### src/rtl/countdown_timer.sv
// countdown_timer: responder side of the controller's error-countdown handshake.
// While start_countdown is held high this block counts COUNT_SEC whole seconds,
// pulses tick on every second boundary and returns a one-cycle countdown_done
// pulse when the count reaches zero. Dropping the request early aborts silently.
// Optional feature macro: COUNTDOWN_SEG_EN adds the seg port, a registered
// two-digit active-low 7-segment view of the remaining seconds.

module countdown_timer #(
    parameter int CLK_HZ    = 100_000_000,
    parameter int COUNT_SEC = 10
) (
    input  logic        clk,
    input  logic        rst_n,
    input  logic        start_countdown,
    output logic        countdown_done,
    output logic [3:0]  remaining,
    output logic        active,
    output logic        tick
`ifdef COUNTDOWN_SEG_EN
    ,
    output logic [13:0] seg
`endif
);

    localparam int              PRE_W    = $clog2(CLK_HZ);
    localparam logic [PRE_W-1:0] PRE_MAX = PRE_W'(CLK_HZ - 1);
    localparam logic [3:0]      SEC_LOAD = 4'(COUNT_SEC);

    typedef enum logic [1:0] {
        IDLE = 2'd0,
        RUN  = 2'd1,
        DONE = 2'd2
    } state_t;

    state_t            state_q;
    logic [PRE_W-1:0]  prescale_q;
    logic [3:0]        remain_q;
    logic              tick_q;
    logic              done_q;

    // Countdown FSM: prescaler, seconds counter and the registered pulses all
    // advance together so an abort on the final wrap suppresses tick and done.
    always_ff @(posedge clk or negedge rst_n) begin
        if (!rst_n) begin
            state_q    <= IDLE;
            prescale_q <= '0;
            remain_q   <= 4'd0;
            tick_q     <= 1'b0;
            done_q     <= 1'b0;
        end else begin
            tick_q <= 1'b0;
            done_q <= 1'b0;
            case (state_q)
                IDLE: begin
                    prescale_q <= '0;
                    remain_q   <= 4'd0;
                    if (start_countdown) begin
                        state_q  <= RUN;
                        remain_q <= SEC_LOAD;
                    end
                end
                RUN: begin
                    if (!start_countdown) begin
                        state_q    <= IDLE;
                        prescale_q <= '0;
                        remain_q   <= 4'd0;
                    end else if (prescale_q == PRE_MAX) begin
                        prescale_q <= '0;
                        tick_q     <= 1'b1;
                        if (remain_q <= 4'd1) begin
                            remain_q <= 4'd0;
                            state_q  <= DONE;
                            done_q   <= 1'b1;
                        end else begin
                            remain_q <= remain_q - 4'd1;
                        end
                    end else begin
                        prescale_q <= prescale_q + 1'b1;
                    end
                end
                DONE: begin
                    prescale_q <= '0;
                    remain_q   <= 4'd0;
                    if (!start_countdown) begin
                        state_q <= IDLE;
                    end
                end
                default: begin
                    state_q    <= IDLE;
                    prescale_q <= '0;
                    remain_q   <= 4'd0;
                end
            endcase
        end
    end

    assign countdown_done = done_q;
    assign tick           = tick_q;
    assign remaining      = remain_q;
    assign active         = (state_q == RUN);

`ifdef COUNTDOWN_SEG_EN
    logic [13:0] seg_d;
    logic [13:0] seg_q;
    logic [3:0]  onesDigit;
    logic        tensIsOne;

    // Active-low {g,f,e,d,c,b,a} font for a single decimal digit.
    function automatic logic [6:0] segFont(input logic [3:0] digit);
        logic [6:0] litSegs;
        case (digit)
            4'd0:    litSegs = 7'h3F;
            4'd1:    litSegs = 7'h06;
            4'd2:    litSegs = 7'h5B;
            4'd3:    litSegs = 7'h4F;
            4'd4:    litSegs = 7'h66;
            4'd5:    litSegs = 7'h6D;
            4'd6:    litSegs = 7'h7D;
            4'd7:    litSegs = 7'h07;
            4'd8:    litSegs = 7'h7F;
            4'd9:    litSegs = 7'h6F;
            default: litSegs = 7'h00;
        endcase
        return ~litSegs;
    endfunction

    // Split remaining into tens/ones; the tens digit is blanked when zero and
    // the whole display is blanked outside RUN.
    always_comb begin
        tensIsOne = (remain_q >= 4'd10);
        onesDigit = tensIsOne ? (remain_q - 4'd10) : remain_q;
        seg_d     = 14'h3FFF;
        if (state_q == RUN) begin
            seg_d[13:7] = tensIsOne ? segFont(4'd1) : 7'h7F;
            seg_d[6:0]  = segFont(onesDigit);
        end
    end

    // Display register, trailing remaining by one cycle.
    always_ff @(posedge clk or negedge rst_n) begin
        if (!rst_n) begin
            seg_q <= 14'h3FFF;
        end else begin
            seg_q <= seg_d;
        end
    end

    assign seg = seg_q;
`endif

endmodule

### config.mk
export PLATFORM = sky130hd
export DESIGN_NAME = countdown_timer
export DESIGN_NICKNAME = d
export VERILOG_FILES = /design/src/rtl/countdown_timer.sv
export SDC_FILE = /design/constraint.sdc
export NUM_CORES = 1
export LEC_CHECK = 0
export ABC_CLOCK_PERIOD_IN_PS = 3850
export BUFFER_PORTS_ARGS = -buffer_cell sky130_fd_sc_hd__buf_4
export CAP_MARGIN = 20
export CORE_MARGIN = 3
export CORE_UTILIZATION = 45
export DETAILED_ROUTE_END_ITERATION = 8
export PLACE_DENSITY = 0.61
export SLEW_MARGIN = 25
export SYNTH_ARGS = -nofsm -noshare
export SYNTH_HDL_FRONTEND = slang
export SYNTH_SLANG_ARGS = --single-unit
### constraint.sdc
create_clock -name clk -period 3.85 [get_ports clk]
set_clock_uncertainty 0.1 [all_clocks]
set_input_delay 0.385 -clock clk [delete_from_list [all_inputs] [get_ports clk]]
set_output_delay 0.385 -clock clk [all_outputs]
set_load 0.005 [all_outputs]
======== After elaboration in Yosys (flattened, before gate mapping) ========
Cells that the tools add are included.
storage, ports and cells
  register bits after elaboration ......... 35
  input port bits ......................... 3
  output and inout port bits .............. 7
  logic and storage cells ................. 38
cells by class
  add/subtract/negate cells ............... 2
  order comparisons ....................... 1
  eq/ne operators ......................... 7
  muxes and demuxes ....................... 21
  reductions and logical operators ........ 2
operators with widths
  cell                                                                              number
  27-bit two-way mux                                                                3
  27-bit by 1-bit adder with 27-bit output, second input constant                   1
  27-bit == test, second input constant                                             1
  4-bit two-way mux                                                                 4
  2-bit two-way mux                                                                 5
  4-bit one-hot mux with 2 select lines                                             1
  1-bit two-way mux                                                                 7
  3-bit by 2-bit != test with 1-bit output, second input constant                   2
  2-bit one-hot mux with 3 select lines                                             1
  4-bit by 1-bit less-or-equal comparator with 1-bit output, second input constant  1
  2-bit != test, second input constant                                              2
  4-bit AND reduction                                                               1
  4-bit by 1-bit subtractor with 4-bit output, second input constant                1
  2-bit by 1-bit == test with 1-bit output, second input constant                   1
  2-bit == test, second input constant                                              1
  2-bit zero test                                                                   1

======== Logic depth before layout (Yosys ltp) ========
Gate-level depths: netlist of the first run.
  depth after elaboration ................. 5
  gate-level depth with buffers ........... 6
  depth with buffers taken out ............ 6

======== Worst setup path after synthesis of the first run ========
Ideal clock, no wire load.
  path kind ............................... register -> register
  start point ............................. reg prescale_q[0]
  end point ............................... reg prescale_q[20]
  setup time .............................. 0.077 ns
  arrival ................................. 1.906 ns
  required time ........................... 3.673 ns
  setup slack ............................. 1.767 ns
  stages on the path, launching flop included .. 7
  path buffers ............................ 1
  period minus slack after synthesis ...... 2.083 ns
  path through ............................ dfrtp_1 -> ha_1 -> nand4_2 -> or3_1 -> buf_2 -> or4_1 -> a21oi_1
between the ends
  longest elaborated chain between the ends .. 4
  elaborated cells on any way between the ends .. 5
  those cells by class .................... add/sub: 1; eq/ne: 1; mux: 3
ends and longest elaborated chain
  item                                                                               RTL line  text
  from (decl)                                                                        36        logic [PRE_W-1:0] prescale_q;
  from (signal assigned)                                                             78        prescale_q <= prescale_q + 1'b1;
  27-bit by 1-bit adder with 27-bit output / 27-bit == test (equally long branches)  78, 67
  27-bit two-way mux *                                                               67        end else if (prescale_q == PRE_MAX) begin
  27-bit two-way mux *                                                               63        if (!start_countdown) begin
  27-bit two-way mux *                                                               53        case (state_q)
Mark *: on every way between the ends. The rest lies on a longest branch, timed or not.
A chain may end at the register's enable or synchronous reset.

======== Worst setup path in the final report of the first run ========
  start point ............................. reg prescale_q[0]
  end point ............................... reg prescale_q[24]
Same word-level chain as after synthesis.

==> results of run 1 <==
logic make-up (layout without fill, tap and decap cells):
| logic type | count (synthesis) | after routing |
|---|---|---|
| simple gates | 98 | 98 |
| compound gates | 40 | 40 |
| flops | 35 | 35 |
| buf+inv | 13 | 25 |
| xor+xnor | 11 | 11 |
| fa+ha+maj | 3 | 3 |
| mux | 3 | 3 |
worst reg2reg max path: cells and delay by family (launching register included):
family                   cells  cell delay [ns]
AND/OR/NAND/NOR              3             1.29
flip-flops                   1             0.42
adder cells (fa/ha/maj)      1             0.26
AO/OA/AOI/OAI                1             0.17
cell usage in the layout, fill, tap and decap left out, types with 6 or more instances in the layout:
master    count
a21oi_1      17
buf_4        10
clkbuf_8      7
dfrtp_1      35
inv_1         6
nand2_1      17
nand3_1       6
nand4_1       6
nor2_1       16
o21ai_0       7
o31ai_1       9
or3_1         7
or4_1        10
xnor2_1       7
sequential cells by signal, indices dropped and copies added, names as in the netlist:
signal and count:
remaining 4, countdown_done 1, prescale_q 27, tick 1, state_q 2
where the power goes:
part / switching (mW) / total [mW] / internal, mW
Clock: 0.124 / 0.287 / 0.163
Combinational: 0.0272 / 0.0462 / 0.0190
Sequential: 0.00592 / 0.378 / 0.372
what timing repair did:
item / CTS / global route
endpoints found under the setup margin: 0 / 0
hold buffers: 1 / 0
endpoints found under the hold margin: 35 / 0
setup buffers: 0 / 0
layer usage:
metal	up-vias	share of wire (%)
met5	-	0
met4	0	1.2
met3	5	2.9
met2	12	45
met1	780	51
li1	775	-
stage by stage:
step	power [mW]	instance area, µm²	setup WS (ns)	std cells	utilization (%)
2_1_floorplan	0.409	1920	1.77	203	-
3_3_place_gp	0.429	2030	1.66	256	50.0
3_5_place_dp	0.430	2030	1.55	256	50.0
4_1_cts	0.721	2140	1.54	265	52.7
5_1_grt	0.745	2140	1.37	265	52.7
6_report	0.711	2140	1.54	265	52.7
cells in the mapped netlist, types with 6 or more instances:
cell / instances / area, µm²
nand4_1: 6 / 37.5
or3_1: 7 / 43.8
inv_1: 6 / 22.5
xnor2_1: 7 / 61.3
nand2_1: 17 / 63.8
or4_1: 10 / 75.1
o31ai_1: 9 / 67.6
a21oi_1: 17 / 85.1
nand3_1: 6 / 30.0
dfrtp_1: 35 / 876
o21ai_0: 7 / 35.0
nor2_1: 16 / 60.1
area by class of cell:
type	count	share of cell area (%)
Tap cell	50	2.92
Inverter	6	1.05
Multi-Input combinational cell	155	46.4
Timing Repair Buffer	11	3.98
Clock buffer	8	4.68
Sequential cell	35	40.9
worst max path at each step:
stage,from,endpoint,slack (ns),cells after the start
finish,prescale_q[0]$_DFF_PN0_,prescale_q[24]$_DFF_PN0_,1.54,5
detailed placement,prescale_q[0]$_DFF_PN0_,prescale_q[24]$_DFF_PN0_,1.55,5
global route,prescale_q[0]$_DFF_PN0_,prescale_q[20]$_DFF_PN0_,1.37,5
global placement,prescale_q[0]$_DFF_PN0_,prescale_q[24]$_DFF_PN0_,1.66,5
floorplan,prescale_q[0]$_DFF_PN0_,prescale_q[20]$_DFF_PN0_,1.77,6
CTS,prescale_q[0]$_DFF_PN0_,prescale_q[26]$_DFF_PN0_,1.54,5
==> impl_metrics.env, run 1 <==
export IMPL_status="complete, no violations"
export IMPL_grtUsageMet2_pct=26.4
export IMPL_synth_fa_ha_area_share_pct=1.95
export IMPL_tns_ns=0
export IMPL_fp_row_count=23
export IMPL_grt_pass1_vias=1519
export IMPL_fill_cells=370
export IMPL_globalplace_congestion=0.815
export IMPL_maxSlewHeadroom_pct=71.0
export IMPL_cts_tree="built"
export IMPL_detail_route_antenna_nets=0
export IMPL_drc_errors=0
export IMPL_rsz0062_at_grt="false"
export IMPL_path_max_fanout=12
export IMPL_syn_cell_area_um2=1920
export IMPL_max_cap_viol_count=0
export IMPL_clkLatencyLatePin_ns=0.28
export IMPL_reg2reg_slack_ns=1.54
export IMPL_vias_per_cell=5.93
export IMPL_drt_first_pass_iters=4
export IMPL_synth_nets=209
export IMPL_seqCellArea_um2=876
export IMPL_leakage_nw=0.824
export IMPL_coreArea_um2=4060
export IMPL_grt_max_degree=36
export IMPL_async_reset_ff_share_pct=100
export IMPL_multi_input_area_um2=993
export IMPL_power_density_nw_per_um2=332
export IMPL_r2r_start="prescale_q[0]$_DFF_PN0_"
export IMPL_fp_dieH_um=71.4
export IMPL_critPathSlowestCell="or3_1"
export IMPL_met3_usage_pct=4.63
export IMPL_dieArea_um2=5090
export IMPL_clockBufferDepth=2
export IMPL_whs_path_depth=2
export IMPL_crit_arrival_ns=2.42
export IMPL_ctsRootBufferMaster="clkbuf_8"
export IMPL_holdWs_ns=0.261
export IMPL_rr_worst_depth=5
export IMPL_nets=220
export IMPL_path_class="register to register"
export IMPL_ys_seq_elements=35
export IMPL_grt_busiest_layer="met2"
export IMPL_clkTransAtPathRegs_ns=0.07
export IMPL_post_route_period_util_pct=60.1
export IMPL_ys_seq_area_share_pct=45.5
export IMPL_yosys_area_share_simple_pct=30.4
export IMPL_start_kind="register"
export IMPL_synthMuxAreaShare_pct=1.69
export IMPL_path_cells="ha_1 -> nand4_2 -> or3_1 -> or4_1 -> a21oi_1"
export IMPL_wl_um=4090
export IMPL_rr_endpoint="prescale_q[24]$_DFF_PN0_"
export IMPL_ys_warn_count=0
export IMPL_max_freq_mhz=432
export IMPL_min_from="start_countdown"
export IMPL_diodes=0
export IMPL_crit_required_ns=3.96
export IMPL_antenna_found_initial=0
export IMPL_cts_buffers=5
export IMPL_die_w_um=71.4
export IMPL_grt_pass1_wl_um=7070
export IMPL_wl_per_cell_um=15.4
export IMPL_synth_edf_count=0
export IMPL_grt_usage_pct=17.7
export IMPL_initial_core_util_pct=47.4
export IMPL_gr_total_overflow=0
export IMPL_setup_viol=0
export IMPL_cp_num_buf_inv=0
export IMPL_end_kind="register"
export IMPL_cp_top_family="simple AND/OR/NAND/NOR gates"
export IMPL_ys_flop_type="dfrtp_1"
export IMPL_synth_top_family_by_area="simple AND/OR/NAND/NOR gates"
export IMPL_dp_hpwl_um=2870
export IMPL_grt_use_met1_pct=24.7
export IMPL_drt_initial_drc_count=130
export IMPL_io_buffers=9
export IMPL_vias=1572
export IMPL_min_to="state_q[1]$_DFFE_PN0P_"
export IMPL_synthDistinctLibCells=41
export IMPL_crit_path_max_incr_delay_ns=0.55
export IMPL_clkSinkCount=35
export IMPL_finalMaxSlewViolations=0
export IMPL_synthCells=203
export IMPL_synth_xor_area_share_pct=5.01
export IMPL_cts_resized_gates=0
export IMPL_period_minus_slack_ns=2.31
export IMPL_synth_compound_area_share_pct=12.6
export IMPL_worstMarginPinSlew_ns=0.434
export IMPL_syn_area_per_cell_um2=9.47
export IMPL_hp_class="input port to register"
export IMPL_ir_worst_vdd_mv=0.239
export IMPL_htree_levels=2
export IMPL_drive_above_1_share_pct=14.4
export IMPL_area_growth_pct=11.3
export IMPL_io_pins=10
export IMPL_timing_hold_violations_final=0
Power figures use the tool's default switching activity.
==> inputs of run 2 (changes only) <==
- ABC_CLOCK_PERIOD_IN_PS: 3850 -> 2200
- clock period: 3.85 -> 2.2 ns (I/O delays scaled with it)
==> impl_metrics.env, run 2 (synthesized netlist as in run 1, its figures left out) <==
export IMPL_globalplace_congestion=0.872
export IMPL_r2r_start="prescale_q[8]$_DFF_PN0_"
export IMPL_drc_errors=0
export IMPL_io_buffers=9
export IMPL_power_density_nw_per_um2=574
export IMPL_grt_pass1_vias=1520
export IMPL_crit_required_ns=2.32
export IMPL_regMostFlops="prescale_q"
export IMPL_rr_worst_depth=5
export IMPL_antenna_found_initial=0
export IMPL_detail_route_antenna_nets=0
export IMPL_finalMaxSlewViolations=0
export IMPL_tns_ns=0
export IMPL_rsz0062_at_grt="false"
export IMPL_cts_setup_buffers=0
export IMPL_vias_per_cell=5.87
export IMPL_cp_num_buf_inv=1
export IMPL_nets=227
export IMPL_setup_viol=0
export IMPL_drive_above_1_share_pct=19.4
export IMPL_grt_usage_pct=18.1
export IMPL_drt_initial_drc_count=102
export IMPL_maxSlewHeadroom_pct=70.4
export IMPL_grt_max_degree=36
export IMPL_coreArea_um2=4060
export IMPL_drt_first_pass_iters=4
export IMPL_initial_core_util_pct=47.4
export IMPL_wl_um=4200
export IMPL_final_cell_mix="dfrtp_1, nand2_1, a21oi_1"
export IMPL_finalWorstSetupSlack_ns=0.110
export IMPL_seq_power_share_pct=51.9
export IMPL_internal_power_mw=0.969
export IMPL_cts_buffers=5
export IMPL_fill_cells=370
export IMPL_clockBufferDepth=2
export IMPL_area_growth_pct=15.4
export IMPL_ctsRootBufferMaster="clkbuf_8"
export IMPL_min_to="state_q[1]$_DFFE_PN0P_"
export IMPL_swShare_pct=23.9
export IMPL_rr_endpoint="prescale_q[15]$_DFF_PN0_"
export IMPL_die_w_um=71.4
export IMPL_vias=1596
export IMPL_ir_worst_vdd_mv=0.366
export IMPL_start_kind="register"
export IMPL_path_class="register to register"
export IMPL_max_freq_mhz=479
export IMPL_worstMarginPinSlew_ns=0.444
export IMPL_post_route_period_util_pct=95.0
export IMPL_end_kind="register"
export IMPL_period_minus_slack_ns=2.09
export IMPL_timing_hold_violations_final=0
export IMPL_path_max_fanout=7
export IMPL_htree_levels=2
export IMPL_clkSinkCount=35
export IMPL_clkTransAtPathRegs_ns=0.08
export IMPL_whs_path_depth=2
export IMPL_cp_top_family="simple AND/OR/NAND/NOR gates"
export IMPL_pre_cts_ws_ns=0.0292
export IMPL_pwr_share_comb_pct=6.5
export IMPL_fp_row_count=23
export IMPL_fp_dieH_um=71.4
export IMPL_min_from="start_countdown"
export IMPL_gr_total_overflow=0
export IMPL_crit_path_max_incr_delay_ns=0.60
export IMPL_dp_hpwl_um=2950
export IMPL_clkLatencyLatePin_ns=0.30
export IMPL_max_cap_viol_count=0
export IMPL_p_clk_share_pct=41.6
export IMPL_hp_class="input port to register"
export IMPL_seqCellArea_um2=876
export IMPL_cts_tree="built"
export IMPL_multi_input_area_um2=1010
export IMPL_wl_per_cell_um=15.4
export IMPL_diodes=0
export IMPL_power_switching_mw=0.304
export IMPL_path_cells="nand4_1 -> or4_1 -> buf_4 -> or3_1 -> a21oi_1"
export IMPL_dieArea_um2=5090
export IMPL_leakage_nw=0.865
export IMPL_crit_arrival_ns=2.21
export IMPL_status="complete, no violations"
export IMPL_critPathSlowestCell="or4_1"
export IMPL_reg2reg_slack_ns=0.11
export IMPL_largest_register_ff_count=27
export IMPL_io_pins=10
export IMPL_layout_commonest_cell="dfrtp_1"
export IMPL_grt_pass1_wl_um=7270
[run 2: worst max-delay path by stage]
stage / endpoint / slack (ns) / start / cells past startpoint
3_3_place_gp: prescale_q[26]$_DFF_PN0_ / 0.14 / prescale_q[0]$_DFF_PN0_ / 5
4_1_cts: prescale_q[24]$_DFF_PN0_ / 0.02 / prescale_q[0]$_DFF_PN0_ / 5
2_1_floorplan: prescale_q[20]$_DFF_PN0_ / 0.12 / prescale_q[0]$_DFF_PN0_ / 6
3_5_place_dp: prescale_q[24]$_DFF_PN0_ / 0.03 / prescale_q[0]$_DFF_PN0_ / 5
5_1_grt: prescale_q[15]$_DFF_PN0_ / 0.0002 / prescale_q[8]$_DFF_PN0_ / 5
6_report: prescale_q[15]$_DFF_PN0_ / 0.11 / prescale_q[8]$_DFF_PN0_ / 5
[run 2: cell type report]
cell class              instances  share of cell area [%]
clock buffers                   7                    4.34
repair buffers                 18                    6.37
inverters                       6                    1.02
clock inverters                 1                   0.338
well taps                      50                    2.82
flip-flops and latches         35                    39.5
multi-input cells             155                    45.6
[run 2: repair_timing]
action	in CTS	in global routing
setup endpoints to repair	0	24
hold endpoints to repair	35	0
resized for setup	0	5
hold buffers	1	0
[run 2: power by group through the flow]
stage	Clock, mW	Sequential (mW)	Combinational (mW)
2_1_floorplan	0	0.671	0.0441
3_3_place_gp	0	0.672	0.0795
3_5_place_dp	0	0.673	0.0811
4_1_cts	0.540	0.661	0.0833
5_1_grt	0.571	0.662	0.0930
6_report	0.530	0.661	0.0824
[run 2: layer usage]
layer / vias up / wire length, µm / global-route usage [%] / part of all wire (%)
met5: - / 0 / 0 / 0
met4: 0 / 56 / 5.43 / 1.3
met3: 7 / 170 / 5.47 / 4.0
met2: 23 / 1920 / 27.6 / 46
met1: 777 / 2050 / 24.8 / 49
li1: 789 / - / - / -
[run 2: stage by stage]
stage / power, mW / hold WS [ns] / std cells / utilization (%) / instance area (µm²)
floorplan: 0.715 / -0.176 / 203 / - / 1920
global placement: 0.751 / 0.0991 / 263 / 51.3 / 2080
detailed placement: 0.754 / 0.103 / 263 / 51.3 / 2080
CTS: 1.28 / 0.0805 / 272 / 54.1 / 2200
global route: 1.33 / 0.0691 / 272 / 54.7 / 2220
finish: 1.27 / 0.0886 / 272 / 54.7 / 2220
==> inputs of run 3 (changes only) <==
- CORE_MARGIN: 3 -> default
- PLACE_DENSITY: 0.61 -> 0.65
==> impl_metrics.env, run 3 (synthesized netlist as in run 1, its figures left out) <==
export IMPL_cts_tree="built"
export IMPL_post_route_util_pct=54.5
export IMPL_grt_pass1_vias=1472
export IMPL_gr_total_overflow=0
export IMPL_coreArea_um2=4060
export IMPL_max_cap_viol_count=0
export IMPL_die_w_um=67.4
export IMPL_clkSinkCount=35
export IMPL_hp_class="input port to register"
export IMPL_layout_commonest_cell="dfrtp_1"
export IMPL_regMostFlops="prescale_q"
export IMPL_ir_worst_vdd_mv=0.359
export IMPL_leakage_nw=0.856
export IMPL_period_minus_slack_ns=2.09
export IMPL_start_kind="register"
export IMPL_pre_cts_ws_ns=0.0887
export IMPL_wl_um=4440
export IMPL_clockBufferDepth=2
export IMPL_grt_usage_pct=21.4
export IMPL_clkLatencyLatePin_ns=0.29
export IMPL_drive_above_1_share_pct=19.5
export IMPL_tns_ns=0
export IMPL_htree_levels=2
export IMPL_grt_max_degree=36
export IMPL_crit_required_ns=2.31
export IMPL_final_cell_area_um2=2210
export IMPL_globalplace_congestion=0.830
export IMPL_antenna_found_initial=0
export IMPL_wl_per_cell_um=16.4
export IMPL_vias_per_cell=5.99
export IMPL_nets=226
export IMPL_drc_errors=0
export IMPL_worstMarginPinSlew_ns=0.444
export IMPL_ctsRootBufferMaster="clkbuf_8"
export IMPL_max_freq_mhz=479
export IMPL_clkTransAtPathRegs_ns=0.08
export IMPL_grt_pass1_wl_um=7180
export IMPL_diodes=0
export IMPL_io_buffers=9
export IMPL_finalMaxSlewViolations=0
export IMPL_dp_hpwl_um=3040
export IMPL_detail_route_antenna_nets=0
export IMPL_initial_core_util_pct=47.4
export IMPL_finalWorstSetupSlack_ns=0.112
export IMPL_crit_arrival_ns=2.20
export IMPL_area_growth_pct=14.9
export IMPL_dieArea_um2=4540
export IMPL_largest_register_ff_count=27
export IMPL_maxSlewHeadroom_pct=70.4
export IMPL_fp_row_count=23
export IMPL_end_kind="register"
export IMPL_path_class="register to register"
export IMPL_fp_dieH_um=67.4
export IMPL_final_cell_mix="dfrtp_1, nand2_1, a21oi_1"
export IMPL_cts_buffers=5
export IMPL_vias=1623
export IMPL_fill_cells=356
export IMPL_post_route_period_util_pct=94.9
export IMPL_io_pins=10
export IMPL_status="complete, no violations"
export IMPL_path_max_fanout=5
export IMPL_placed_cell_area_um2=2070
export IMPL_power_mw=1.25
export IMPL_drt_first_pass_iters=4
export IMPL_drt_initial_drc_count=125
export IMPL_power_density_nw_per_um2=565
export IMPL_timing_hold_violations_final=0
export IMPL_setup_viol=0
## run 3: cell types whose count changed in the layout (fill, tap and decap cells not counted), sizes merged
cell and change:
buf -1, clkinv +1, clkbuf -1
## run 3: worst paths after layout
| path | slack [ns] | to | cells after the start | startpoint |
|---|---|---|---|---|
| setup / recovery | 0.11 | remaining[0]$_DFFE_PN0P_ | 7 | prescale_q[0]$_DFF_PN0_ |
| hold / removal | 0.09 | state_q[1]$_DFFE_PN0P_ | 2 | start_countdown |
| setup reg to reg | 0.11 | remaining[0]$_DFFE_PN0P_ | 7 | prescale_q[0]$_DFF_PN0_ |
| hold reg to reg | 0.43 | prescale_q[0]$_DFF_PN0_ | 1 | prescale_q[0]$_DFF_PN0_ |
| max in group asynchronous | 1.34 | prescale_q[8]$_DFF_PN0_ | 2 | rst_n |
| min in group asynchronous | 0.31 | prescale_q[24]$_DFF_PN0_ | 2 | rst_n |
## run 3: repair_timing
item	CTS	global route
buffers inserted	0	0
hold buffers	1	0
resized for setup	0	6
endpoints found under the setup margin	0	11
hold endpoints to repair	35	0
## run 3: critical path, cell delays in order, from the launching register on
cell	delay, ns
dfrtp_1	0.42
ha_1	0.21
buf_4	0.13
and4_2	0.27
nand4b_1	0.14
buf_4	0.18
or3b_2	0.43
a21oi_1	0.13
## run 3: cell type report
| cell class | count | area, µm² | share of cell area, % |
|---|---|---|---|
| clock inverters | 2 | 16.3 | 0.736 |
| well taps | 50 | 62.6 | 2.83 |
| multi-input cells | 155 | 1010 | 45.9 |
| flip-flops and latches | 35 | 877 | 39.7 |
| inverters | 6 | 22.5 | 1.02 |
| clock buffers | 6 | 82.6 | 3.74 |
| repair buffers | 17 | 134 | 6.06 |
## run 3: through the flow
step | hold slack, ns | cells
finish | 0.0892 | 271
global route | 0.0875 | 271
CTS | 0.0829 | 271
detailed placement | 0.0992 | 262
global placement | 0.0928 | 262
floorplan | -0.176 | 203
## run 3: power by group
part           switching (mW)  internal [mW]
Clock                   0.248          0.256
Sequential             0.0108          0.650
Combinational          0.0492         0.0340
## run 3: metal layers
metal	wire length, µm	GRT usage, %
met5	0	0
met2	2160	34.5
met3	133	4.56
met4	42	5.59
met1	2110	29.0
